$ cat src/rtl/lch_gswarb_if.sv
// Cluster-to-switch arbiter bus: requester handshake plus switch-side output.
interface lch_gswarb_if #(
  parameter int unsigned NCL       = 4,
  parameter int unsigned CLDATWID  = 2,
  parameter int unsigned GSWDATWID = 3
);
  localparam int unsigned SRCWID = $clog2(NCL);

  logic [NCL-1:0]          cl_req_vld;
  logic [NCL*CLDATWID-1:0] cl_req_data;
  logic [NCL-1:0]          cl_req_rdy;
  logic                    gsw_rdy;
  logic                    lch_gswvld;
  logic [GSWDATWID-1:0]    lch_gswdata;
  logic [SRCWID-1:0]       lch_gswsrc;
  logic                    lch_stall;

  // Arbiter side
  modport master (
    input  cl_req_vld, cl_req_data, gsw_rdy,
    output cl_req_rdy, lch_gswvld, lch_gswdata, lch_gswsrc, lch_stall
  );

  // Requester/switch environment side
  modport slave (
    output cl_req_vld, cl_req_data, gsw_rdy,
    input  cl_req_rdy, lch_gswvld, lch_gswdata, lch_gswsrc, lch_stall
  );
endinterface

$ cat src/rtl/lch_gswarb.sv
// Round-robin arbiter of NCL cluster requesters into a one-entry, parity-tagged
// switch output register, with a saturating back-pressure stall indicator.
module lch_gswarb #(
  parameter int unsigned NCL       = 4,
  parameter int unsigned CLDATWID  = 2,
  parameter int unsigned GSWDATWID = 3,
  parameter int unsigned STALLMAX  = 15
) (
  input  logic         clk,
  input  logic         reset_l,
  lch_gswarb_if.master bus
);

  localparam int unsigned PW = $clog2(NCL);
  localparam int unsigned CW = (STALLMAX > 0) ? $clog2(STALLMAX + 1) : 1;

  typedef enum logic [1:0] {
    IDLE  = 2'd0,
    SEND  = 2'd1,
    STALL = 2'd2
  } state_t;

  state_t                state_q;
  state_t                state_nxt;
  logic                  vld_q;
  logic                  stall_q;
  logic [CW-1:0]         cnt_q;
  logic [CW-1:0]         cnt_nxt;
  logic [PW-1:0]         ptr_q;
  logic [PW-1:0]         src_q;
  logic [GSWDATWID-1:0]  data_q;

  logic [NCL-1:0]        gnt_oh;
  logic [PW-1:0]         gnt_idx;
  logic [CLDATWID-1:0]   gnt_word;
  logic [PW-1:0]         cand;
  logic                  found;
  logic                  load_en;
  logic                  acc;
  logic                  drain;

  assign load_en = ~vld_q | bus.gsw_rdy;
  assign bus.cl_req_rdy = gnt_oh & {NCL{load_en & reset_l}};
  assign acc     = |bus.cl_req_rdy;
  assign drain   = vld_q & bus.gsw_rdy;

  assign bus.lch_gswvld  = vld_q;
  assign bus.lch_gswdata = data_q;
  assign bus.lch_gswsrc  = src_q;
  assign bus.lch_stall   = stall_q;

  // Round-robin pick: first valid requester at or after ptr, wrapping mod NCL
  always_comb begin
    gnt_oh   = '0;
    gnt_idx  = '0;
    gnt_word = '0;
    cand     = '0;
    found    = 1'b0;
    for (int unsigned k = 0; k < NCL; k++) begin
      cand = ptr_q + PW'(k);
      if (!found && bus.cl_req_vld[cand]) begin
        found   = 1'b1;
        gnt_idx = cand;
      end
    end
    if (found) gnt_oh[gnt_idx] = 1'b1;
    for (int unsigned i = 0; i < NCL; i++) begin
      if (gnt_oh[i]) gnt_word = bus.cl_req_data[i*CLDATWID +: CLDATWID];
    end
  end

  // Output-register occupancy FSM and stall counter next-state
  always_comb begin
    state_nxt = state_q;
    cnt_nxt   = cnt_q;
    case (state_q)
      IDLE: begin
        if (acc) state_nxt = SEND;
      end
      SEND, STALL: begin
        if (!bus.gsw_rdy) state_nxt = STALL;
        else if (acc)     state_nxt = SEND;
        else              state_nxt = IDLE;
      end
      default: state_nxt = IDLE;
    endcase
    if (drain) begin
      cnt_nxt = '0;
    end else if (vld_q && !bus.gsw_rdy && (cnt_q != CW'(STALLMAX))) begin
      cnt_nxt = cnt_q + CW'(1);
    end
  end

  // FSM, valid and stall flag registers
  always_ff @(posedge clk) begin
    if (!reset_l) begin
      state_q <= IDLE;
      vld_q   <= 1'b0;
      cnt_q   <= '0;
      stall_q <= 1'b0;
    end else begin
      state_q <= state_nxt;
      vld_q   <= (state_nxt != IDLE);
      cnt_q   <= cnt_nxt;
      stall_q <= (cnt_nxt == CW'(STALLMAX));
    end
  end

  // Output word, source index and round-robin pointer; held while not accepting
  always_ff @(posedge clk) begin
    if (!reset_l) begin
      data_q <= '0;
      src_q  <= '0;
      ptr_q  <= '0;
    end else if (acc) begin
      data_q <= GSWDATWID'({gnt_word, ^gnt_word});
      src_q  <= gnt_idx;
      ptr_q  <= gnt_idx + PW'(1);
    end
  end

endmodule

$ cat src/flat_wrapper.sv
// flat-port wrapper written by rule: the top's interface ports become plain ports
module lch_gswarb_flat 
#(
  parameter int unsigned NCL       = 4,
  parameter int unsigned CLDATWID  = 2,
  parameter int unsigned GSWDATWID = 3,
  parameter int unsigned STALLMAX  = 15
)
  (clk, reset_l, bus_cl_req_vld, bus_cl_req_data, bus_gsw_rdy, bus_cl_req_rdy, bus_lch_gswvld, bus_lch_gswdata, bus_lch_gswsrc, bus_lch_stall);
  lch_gswarb_if #(.NCL(NCL), .CLDATWID(CLDATWID), .GSWDATWID(GSWDATWID)) bus_i ();
  input  logic clk;
  input  logic reset_l;
  input wire logic [$bits(bus_i.cl_req_vld)-1:0] bus_cl_req_vld;
  input wire logic [$bits(bus_i.cl_req_data)-1:0] bus_cl_req_data;
  input wire logic [$bits(bus_i.gsw_rdy)-1:0] bus_gsw_rdy;
  output wire logic [$bits(bus_i.cl_req_rdy)-1:0] bus_cl_req_rdy;
  output wire logic [$bits(bus_i.lch_gswvld)-1:0] bus_lch_gswvld;
  output wire logic [$bits(bus_i.lch_gswdata)-1:0] bus_lch_gswdata;
  output wire logic [$bits(bus_i.lch_gswsrc)-1:0] bus_lch_gswsrc;
  output wire logic [$bits(bus_i.lch_stall)-1:0] bus_lch_stall;
  assign bus_i.cl_req_vld = bus_cl_req_vld;
  assign bus_i.cl_req_data = bus_cl_req_data;
  assign bus_i.gsw_rdy = bus_gsw_rdy;
  assign bus_cl_req_rdy = bus_i.cl_req_rdy;
  assign bus_lch_gswvld = bus_i.lch_gswvld;
  assign bus_lch_gswdata = bus_i.lch_gswdata;
  assign bus_lch_gswsrc = bus_i.lch_gswsrc;
  assign bus_lch_stall = bus_i.lch_stall;
  lch_gswarb #(.NCL(NCL), .CLDATWID(CLDATWID), .GSWDATWID(GSWDATWID), .STALLMAX(STALLMAX)) u_core (.clk(clk), .reset_l(reset_l), .bus(bus_i));
endmodule
$ cat config.mk
export PLATFORM = sky130hd
export DESIGN_NAME = lch_gswarb_flat
export DESIGN_NICKNAME = d
export VERILOG_FILES = /design/src/rtl/lch_gswarb_if.sv /design/src/rtl/lch_gswarb.sv /design/src/flat_wrapper.sv
export SDC_FILE = /design/constraint.sdc
export NUM_CORES = 1
export LEC_CHECK = 0
export CAP_MARGIN = 20
export CORE_ASPECT_RATIO = 0.75
export CORE_MARGIN = 2
export CORE_UTILIZATION = 45
export CTS_BUF_LIST = sky130_fd_sc_hd__clkbuf_16
export CTS_CLUSTER_DIAMETER = 200
export DETAILED_ROUTE_END_ITERATION = 16
export DONT_BUFFER_PORTS = 1
export MAX_ROUTING_LAYER = met4
export SLEW_MARGIN = 20
export SYNTH_ARGS = -nofsm -noshare
export SYNTH_HDL_FRONTEND = slang
export SYNTH_SLANG_ARGS = --single-unit
$ cat constraint.sdc
create_clock -name clk -period 2.9 [get_ports clk]
set_input_delay 0.58 -clock clk [delete_from_list [all_inputs] [get_ports clk]]
set_output_delay 0.58 -clock clk [all_outputs]
set_load 0.02 [all_outputs]
==> key figures, run 1 <==
Timing
  – Tcrit/Tclk final: between 80% and 90%
  – Final critical path time including I/O delays and setup: ~2.5 ns
  – Fin Setup TNS: 0 ns
  – Worst hold slack: 0.462 ns
  – Unrepaired setup endpoints after global routing: no
  – Count of final setup violators: 0
  – Worst Clk Skew: ~0.0022 ns
  – Worst slew margin relative to its limit: roughly two fifths
  – Count of final hold-check violations: 0
  – Maximum clock rate: 394 MHz
  – Slew of the pin with the lowest slew margin: 0.881 ns
  – Max Transition Viols Final: 0

Synthesis
  – Adder-Cell Fraction of Synth Area: 9.72%
  – Share of the synthesized area in compound gates (AO/OA/AOI/OAI): 17.5%
  – Share of the yosys chip area belonging to registers: 33.3%
  – Syn Std Cell Area: 901 sq um
  – Mean instance size in the synthesized netlist: 8.26 sq um
  – Largest family of logic cells by synthesized area: simple AND/OR/NAND/NOR gates
  – Biggest area contributors in the synthesized netlist: sky130_fd_sc_hd__dfxtp_1 (33%), sky130_fd_sc_hd__ha_1 (9.7%), sky130_fd_sc_hd__a21oi_1 (3.9%)
  – Mapped Nets: 131
  – Predominant post-synthesis flop cell: sky130_fd_sc_hd__dfxtp_1
  – Distinct cell type count after synthesis: 35
  – Synth warnings: 0
  – Dominant cell type by area after synthesis: sky130_fd_sc_hd__dfxtp_1
  – Area share of the largest cell type after synthesis: 33.3%
  – Mapped Cells: 109
  – Synth Area in XOR/XNOR: about 1.9%
  – EDFF count, synth: 0
  – Post-synthesis mux area share: under 10%
  – Post-synthesis share of cell area spent on and, or, nand and nor gates: 29.9%
  – #FFs+latches synth: 15
  – Async set-or-reset flop fraction in the synthesized netlist: 0%

Route
  – Vias per Instance: roughly 6.0
  – Post-detailed-route count of antenna-violating nets: 0
  – Final routed wire length divided by cell count: 13.9 microns
  – Detailed-route DRC error count: 0
  – First-pass iteration count of the detailed router: 4
  – DRC marker count from the first detailed-route iteration: 26
  – Final wirelength: around 1.9 mm
  – DR vias: 818

Placed design
  – DPL Wire Length: 1.50 mm
  – Count of input and output buffers: 0
  – Routability-driven placement congestion ratio: 0.832
  – Placement-stage cell area: approximately 950 sq um

CTS
  – Count of instances resized after the clock tree is built: 0
  – Maximum level of the CTS H-tree: 1
  – Number of setup buffers added after CTS: 0
  – Number of buffers created by CTS: 3
  – Number of buffers on the longest clock path: 2
  – Root buffer cell: sky130_fd_sc_hd__clkbuf_16
  – Clock-pin slew on the worst setup and hold paths: 0.05 ns
  – Hold buffers post-CTS: 0
  – Number of sinks driven by the clock tree: 15
  – Clock latency on the worst-skew pair: roughly 0.24 ns
  – TritonCTS clock tree: built

Floorplan
  – Initial Utilization: 49.9%
  – Core box area: 0.00181 sq mm
  – Die outline width: 55.7 microns
  – Top-Level Pins: 26
  – Row cnt: 13
  – Area of the die: 0.00238 sq mm
  – Height of the die: 42.8 microns

Global routing
  – Via count of the first global-routing pass: approximately 730
  – Largest net degree at the start of global routing: 11
  – Overflow after GRT: 0
  – Number of antenna violations at the first check in global routing: 0
  – All-layer global routing usage: 17.4%
  – Global-route wire length before repair: 3.16 mm

Setup path
  – Register-to-register path setup slack: 0.36 ns
  – Endpoint of the worst register-to-register path: u_core.bus.lch_gswvld
  – CP startpoint kind: flop
  – R2R depth: 9
  – Worst Setup End Kind: flop
  – Required time of the critical path: 3.07 ns
  – Critical path arrival: between 2 and 3 ns
  – Crit. Startpoint: u_core.ptr_q[1]
  – Crit Path Max Fanout: 10
  – Worst setup path category: reg2reg
  – Launching point of the worst reg2reg path: u_core.ptr_q[1]
  – Termination of the worst setup path: u_core.bus.lch_gswvld

Run
  – Number of maximum-capacitance violations: 0

Cells and area
  – Leading cell types in the layout, fill and taps excluded: sky130_fd_sc_hd__dfxtp_1 (15), sky130_fd_sc_hd__inv_1 (9), sky130_fd_sc_hd__nor2_1 (8)
  – Inserted Diodes: 0
  – Area growth from synthesis to layout: 13.7%
  – Layout Nets: between 100 and 150
  – Core Util, Final: a little under three fifths
  – Ratio of cells with drive above 1 in the final layout: 9.57%
  – Final non-filler cell area: 0.00102 sq mm
  – Most common library cell in the layout ignoring fill and taps: sky130_fd_sc_hd__dfxtp_1

Power
  – Leakage power: 0.451 nW
  – Power density over the cells: 838 mW/mm^2
  – Total power consumption of the routed design: 0.000859 W
  – Max rail drop VDD: 0.000602 V

Min path
  – Worst min path class: in2reg

Status
  – Status: complete, no violations
## state kept, by name, indices dropped and copies added (netlist names)
name	flops
u_core.bus.lch_gswdata	3
u_core.bus.lch_gswsrc	2
u_core.bus.lch_gswvld	1
u_core.bus.lch_stall	1
u_core.cnt_q	4
u_core.ptr_q	2
u_core.state_q	2
## area by class of cell
type	instances	area [sq um]
Inverter	9	33.8
Timing Repair Buffer	3	22.5
Multi-Input combinational cell	84	562
Clock inverter	1	3.75
Tap cell	22	27.5
Clock buffer	3	75.1
Sequential cell	15	300
Fill cell	159	781
## per-layer routing
metal	track usage (%)	share of wire [%]	vias up
li1	-	-	406
met1	22.6	50	379
met2	26.2	43	29
met3	6.71	7.1	4
met4	2.93	0.63	0
met5	-	0	-
## worst max-delay path, cell delays in order, from the launching register on
cell,delay [ns]
sky130_fd_sc_hd__dfxtp_1,0.36
sky130_fd_sc_hd__a21oi_1,0.16
sky130_fd_sc_hd__nor3b_1,0.07
sky130_fd_sc_hd__or3_1,0.44
sky130_fd_sc_hd__inv_1,0.11
sky130_fd_sc_hd__ha_1,0.18
sky130_fd_sc_hd__nor4_1,0.07
sky130_fd_sc_hd__nor4_2,0.67
sky130_fd_sc_hd__o21ai_0,0.23
sky130_fd_sc_hd__a31oi_1,0.18
## cell families after synthesis
family	count (synthesis)
mux	3
compound gates	25
buf+inv	10
simple gates	47
fa+ha+maj	7
flops	15
xor+xnor	2
## through the flow
step	setup WS [ns]	std cells
floorplan	0.283	109
CTS	0.350	137
finish	0.360	137
detailed placement	0.155	133
global route	0.0791	137
global placement	0.230	133
## power breakdown
part | internal (W) | total (W) | switching [W] | leakage [nW]
sequential | 0.000249 | 0.000313 | 0.0000640 | 0.123
clock | 0.000182 | 0.000259 | 0.0000767 | 0.0423
combinational | 0.000123 | 0.000287 | 0.000164 | 0.286
total | 0.000554 | 0.000859 | 0.000305 | 0.451
## synthesized netlist by cell type (3+ instances only)
cell                        n
sky130_fd_sc_hd__nand3_1    5
sky130_fd_sc_hd__ha_1       7
sky130_fd_sc_hd__a211oi_1   3
sky130_fd_sc_hd__nand2_1    6
sky130_fd_sc_hd__and2_1     4
sky130_fd_sc_hd__nor2_1     8
sky130_fd_sc_hd__inv_1      8
sky130_fd_sc_hd__o21ai_0    6
sky130_fd_sc_hd__a21oi_1    7
sky130_fd_sc_hd__nand2b_1   3
sky130_fd_sc_hd__dfxtp_1   15
sky130_fd_sc_hd__mux2i_1    3
sky130_fd_sc_hd__nor4_1     4
## worst min-delay path by stage
stage                     slack [ns]             from  cells after the start                        end
after global placement          0.51  u_core.cnt_q[3]                      2       u_core.bus.lch_stall
after floorplan                 0.47  u_core.cnt_q[3]                      2       u_core.bus.lch_stall
after CTS                       0.46          reset_l                      1   u_core.bus.lch_gswsrc[1]
after global routing            0.46          reset_l                      1  u_core.bus.lch_gswdata[2]
final                           0.46          reset_l                      1   u_core.bus.lch_gswsrc[1]
after detailed placement        0.50  u_core.cnt_q[3]                      2       u_core.bus.lch_stall
Note: power is estimated with default switching activity, not from simulation.
==> run 2: changes to the inputs <==
- GPL_TIMING_DRIVEN: default -> 0
==> key figures, run 2 (same netlist as run 1, synthesis figures left out) <==
Power
  – Total power consumption of the routed design: 0.000845 W (-1.6%)
  – Max rail drop VDD: 0.000390 V (-35%)
  – Leakage power: 0.441 nW (-2.1%)
  – Power density over the cells: 831 mW/mm^2 (-0.78%)

CTS
  – Clock-pin slew on the worst setup and hold paths: 0.05 ns (about the same)
  – Number of buffers on the longest clock path: 2 (unchanged)
  – TritonCTS clock tree: built
  – Root buffer cell: sky130_fd_sc_hd__clkbuf_16
  – Maximum level of the CTS H-tree: 1 (unchanged)
  – Clock latency on the worst-skew pair: 0.24 ns (about the same)
  – Number of sinks driven by the clock tree: 15 (unchanged)
  – Number of buffers created by CTS: 3 (unchanged)

Route
  – DR vias: 771 (-5.7%)
  – DRC marker count from the first detailed-route iteration: 7 (-73%)
  – Final routed wire length divided by cell count: 13.3 microns (-4.6%)
  – Post-detailed-route count of antenna-violating nets: 0 (unchanged)
  – Final wirelength: 1.79 mm (-6.0%)
  – Vias per Instance: 5.71 (-4.3%)
  – First-pass iteration count of the detailed router: 4 (unchanged)
  – Detailed-route DRC error count: 0 (unchanged)

Floorplan
  – Die outline width: 55.7 microns (unchanged)
  – Core box area: 0.00181 sq mm (unchanged)
  – Area of the die: 0.00238 sq mm (unchanged)
  – Initial Utilization: 49.9% (unchanged)
  – Top-Level Pins: 26 (unchanged)
  – Height of the die: 42.8 microns (unchanged)
  – Row cnt: 13 (unchanged)

Placed design
  – Count of input and output buffers: 0 (unchanged)
  – DPL Wire Length: 1.46 mm (-2.8%)
  – Placement-stage cell area: 928 sq um (-1.9%)
  – Routability-driven placement congestion ratio: 0.804 (-3.4%)
  – DP Worst Slack: 0.0650 ns (-0.0895 ns)

Min path
  – Worst min path class: in2reg
  – Sink of the worst hold path: u_core.bus.lch_gswdata[2]
  – Cells on Worst Hold Path: 1 (unchanged)
  – Hold Path Origin: reset_l

Run
  – Number of maximum-capacitance violations: 0 (unchanged)

Timing
  – Max Transition Viols Final: 0 (unchanged)
  – Worst slew margin relative to its limit: 46.4% (+5.7 points)
  – Worst Clk Skew: 0.000806 ns (-0.00137 ns)
  – Fin Setup TNS: 0 ns (unchanged)
  – Unrepaired setup endpoints after global routing: no
  – Final critical path time including I/O delays and setup: 2.65 ns (+0.109 ns)
  – Slew of the pin with the lowest slew margin: 0.796 ns (-0.0851 ns)
  – Count of final setup violators: 0 (unchanged)
  – Post-route worst setup slack: 0.251 ns (-0.109 ns)
  – Count of final hold-check violations: 0 (unchanged)
  – Maximum clock rate: 377 MHz (-4.1%)
  – Tcrit/Tclk final: 91.4% (+3.8 points)

Global routing
  – Via count of the first global-routing pass: 752 (+2.7%)
  – Number of antenna violations at the first check in global routing: 0 (unchanged)
  – Overflow after GRT: 0 (unchanged)
  – Largest net degree at the start of global routing: 11 (unchanged)
  – All-layer global routing usage: 17.4% (-0.055 points)
  – Global-route wire length before repair: 3.17 mm (+0.44%)

Cells and area
  – Ratio of cells with drive above 1 in the final layout: 7.96% (-1.6 points)
  – Leading cell types in the layout, fill and taps excluded: sky130_fd_sc_hd__dfxtp_1 (15), sky130_fd_sc_hd__inv_1 (9), sky130_fd_sc_hd__nor2_1 (8)
  – Layout Nets: 136 (-1.4%)
  – Number of flip-flops under the largest register name: 4 (unchanged)
  – Final non-filler cell area: 0.00102 sq mm (-0.85%)
  – Area growth from synthesis to layout: 12.8%
  – Core Util, Final: 56.3% (-0.49 points)
  – Register with the most flip-flops: u_core.cnt_q
  – Inserted Diodes: 0 (unchanged)
  – Most common library cell in the layout ignoring fill and taps: sky130_fd_sc_hd__dfxtp_1

Setup path
  – Worst setup path category: reg2reg
  – Crit-path most repeated cell: sky130_fd_sc_hd__a21oi_1
  – Crit Path Max Fanout: 7 (-3)
  – Critical-path top delay cell: sky130_fd_sc_hd__or3_1
  – Critical path arrival: 2.82 ns (+0.11 ns)
  – Endpoint of the worst register-to-register path: u_core.bus.lch_gswsrc[0]
  – Register-to-register path setup slack: 0.25 ns (-0.11 ns)
  – Launching point of the worst reg2reg path: u_core.ptr_q[1]
  – R2R depth: 10 (+1)
  – Worst Setup End Kind: flop
  – Highest cell delay on the worst timing path: 0.43 ns (-0.24 ns)
  – Critical-path cell list: a21oi_1 > nor3b_1 > or3_1 > inv_1 > ha_1 > nor4_1 > or4_1 > clkbuf_2 > a2111o_1 > a21oi_1
  – CP startpoint kind: flop
  – Required time of the critical path: 3.07 ns (about the same)

Status
  – Status: complete, no violations
## run 2: changes by cell type in the layout (fill, tap and decap cells not counted), sizes merged
| cell | delta |
|---|---|
| clkbuf | +1 |
| buf | -3 |
## run 2: through the flow
step | hold slack [ns] | instances
after global placement | 0.520 | 131
after CTS | 0.456 | 135
after detailed placement | 0.505 | 131
final | 0.459 | 135
after global routing | 0.460 | 135
after floorplan | 0.472 | 109
## run 2: final cells by class
type	count	area (sq um)
well taps	22	27.5
inverters	9	33.8
plain buffers	1	5.00
clock inverters	1	3.75
multi-input cells	84	571
clock buffers	3	75.1
flip-flops and latches	15	300
fillers	162	790
## run 2: power by group
group	switching (W)	internal [W]
registers	0.0000628	0.000249
clock network	0.0000748	0.000182
logic	0.000162	0.000115
total	0.000299	0.000545
## run 2: layer usage
layer  vias up  global-route usage (%)  share of wire (%)
met5         -                       -                  0
met4         0                    2.93               0.33
met3         2                    7.32                6.2
met2        20                    26.7                 41
met1       344                    21.7                 52
li1        405                       -                  -
## run 2: what timing repair did
item	4_1_cts	5_1_grt
gates resized for setup	0	1
buffers inserted	0	0
endpoints found under the hold margin	0	0
setup endpoints to repair	0	1
hold buffers	0	0
## run 2: how the worst max path moves through the flow
stage / start / cells past startpoint / slack [ns] / end
6_report: u_core.ptr_q[1] / 10 / 0.25 / u_core.bus.lch_gswsrc[0]
5_1_grt: u_core.ptr_q[1] / 10 / 0.07 / u_core.bus.lch_gswsrc[0]
4_1_cts: u_core.ptr_q[1] / 10 / 0.28 / u_core.bus.lch_gswsrc[0]
3_5_place_dp: bus_cl_req_vld[0] / 10 / 0.06 / u_core.bus.lch_gswsrc[0]
3_3_place_gp: bus_cl_req_vld[0] / 10 / 0.09 / u_core.bus.lch_gswsrc[0]
2_1_floorplan: bus_cl_req_vld[0] / 10 / 0.28 / u_core.bus.lch_gswsrc[0]
## run 2: critical path, delay by kind of cell (launching register included)
family	cells	cell delay [ns]
flip-flops	1	0.35
buffers and inverters	2	0.27
AO/OA/AOI/OAI	3	0.62
AND/OR/NAND/NOR	4	1.04
adder cells (fa/ha/maj)	1	0.30
==> run 3: changes to the inputs <==
- TNS_END_PERCENT: default -> 10
==> results of run 3 <==
The final DEF is identical to that of run 2; final timing and power are the same.
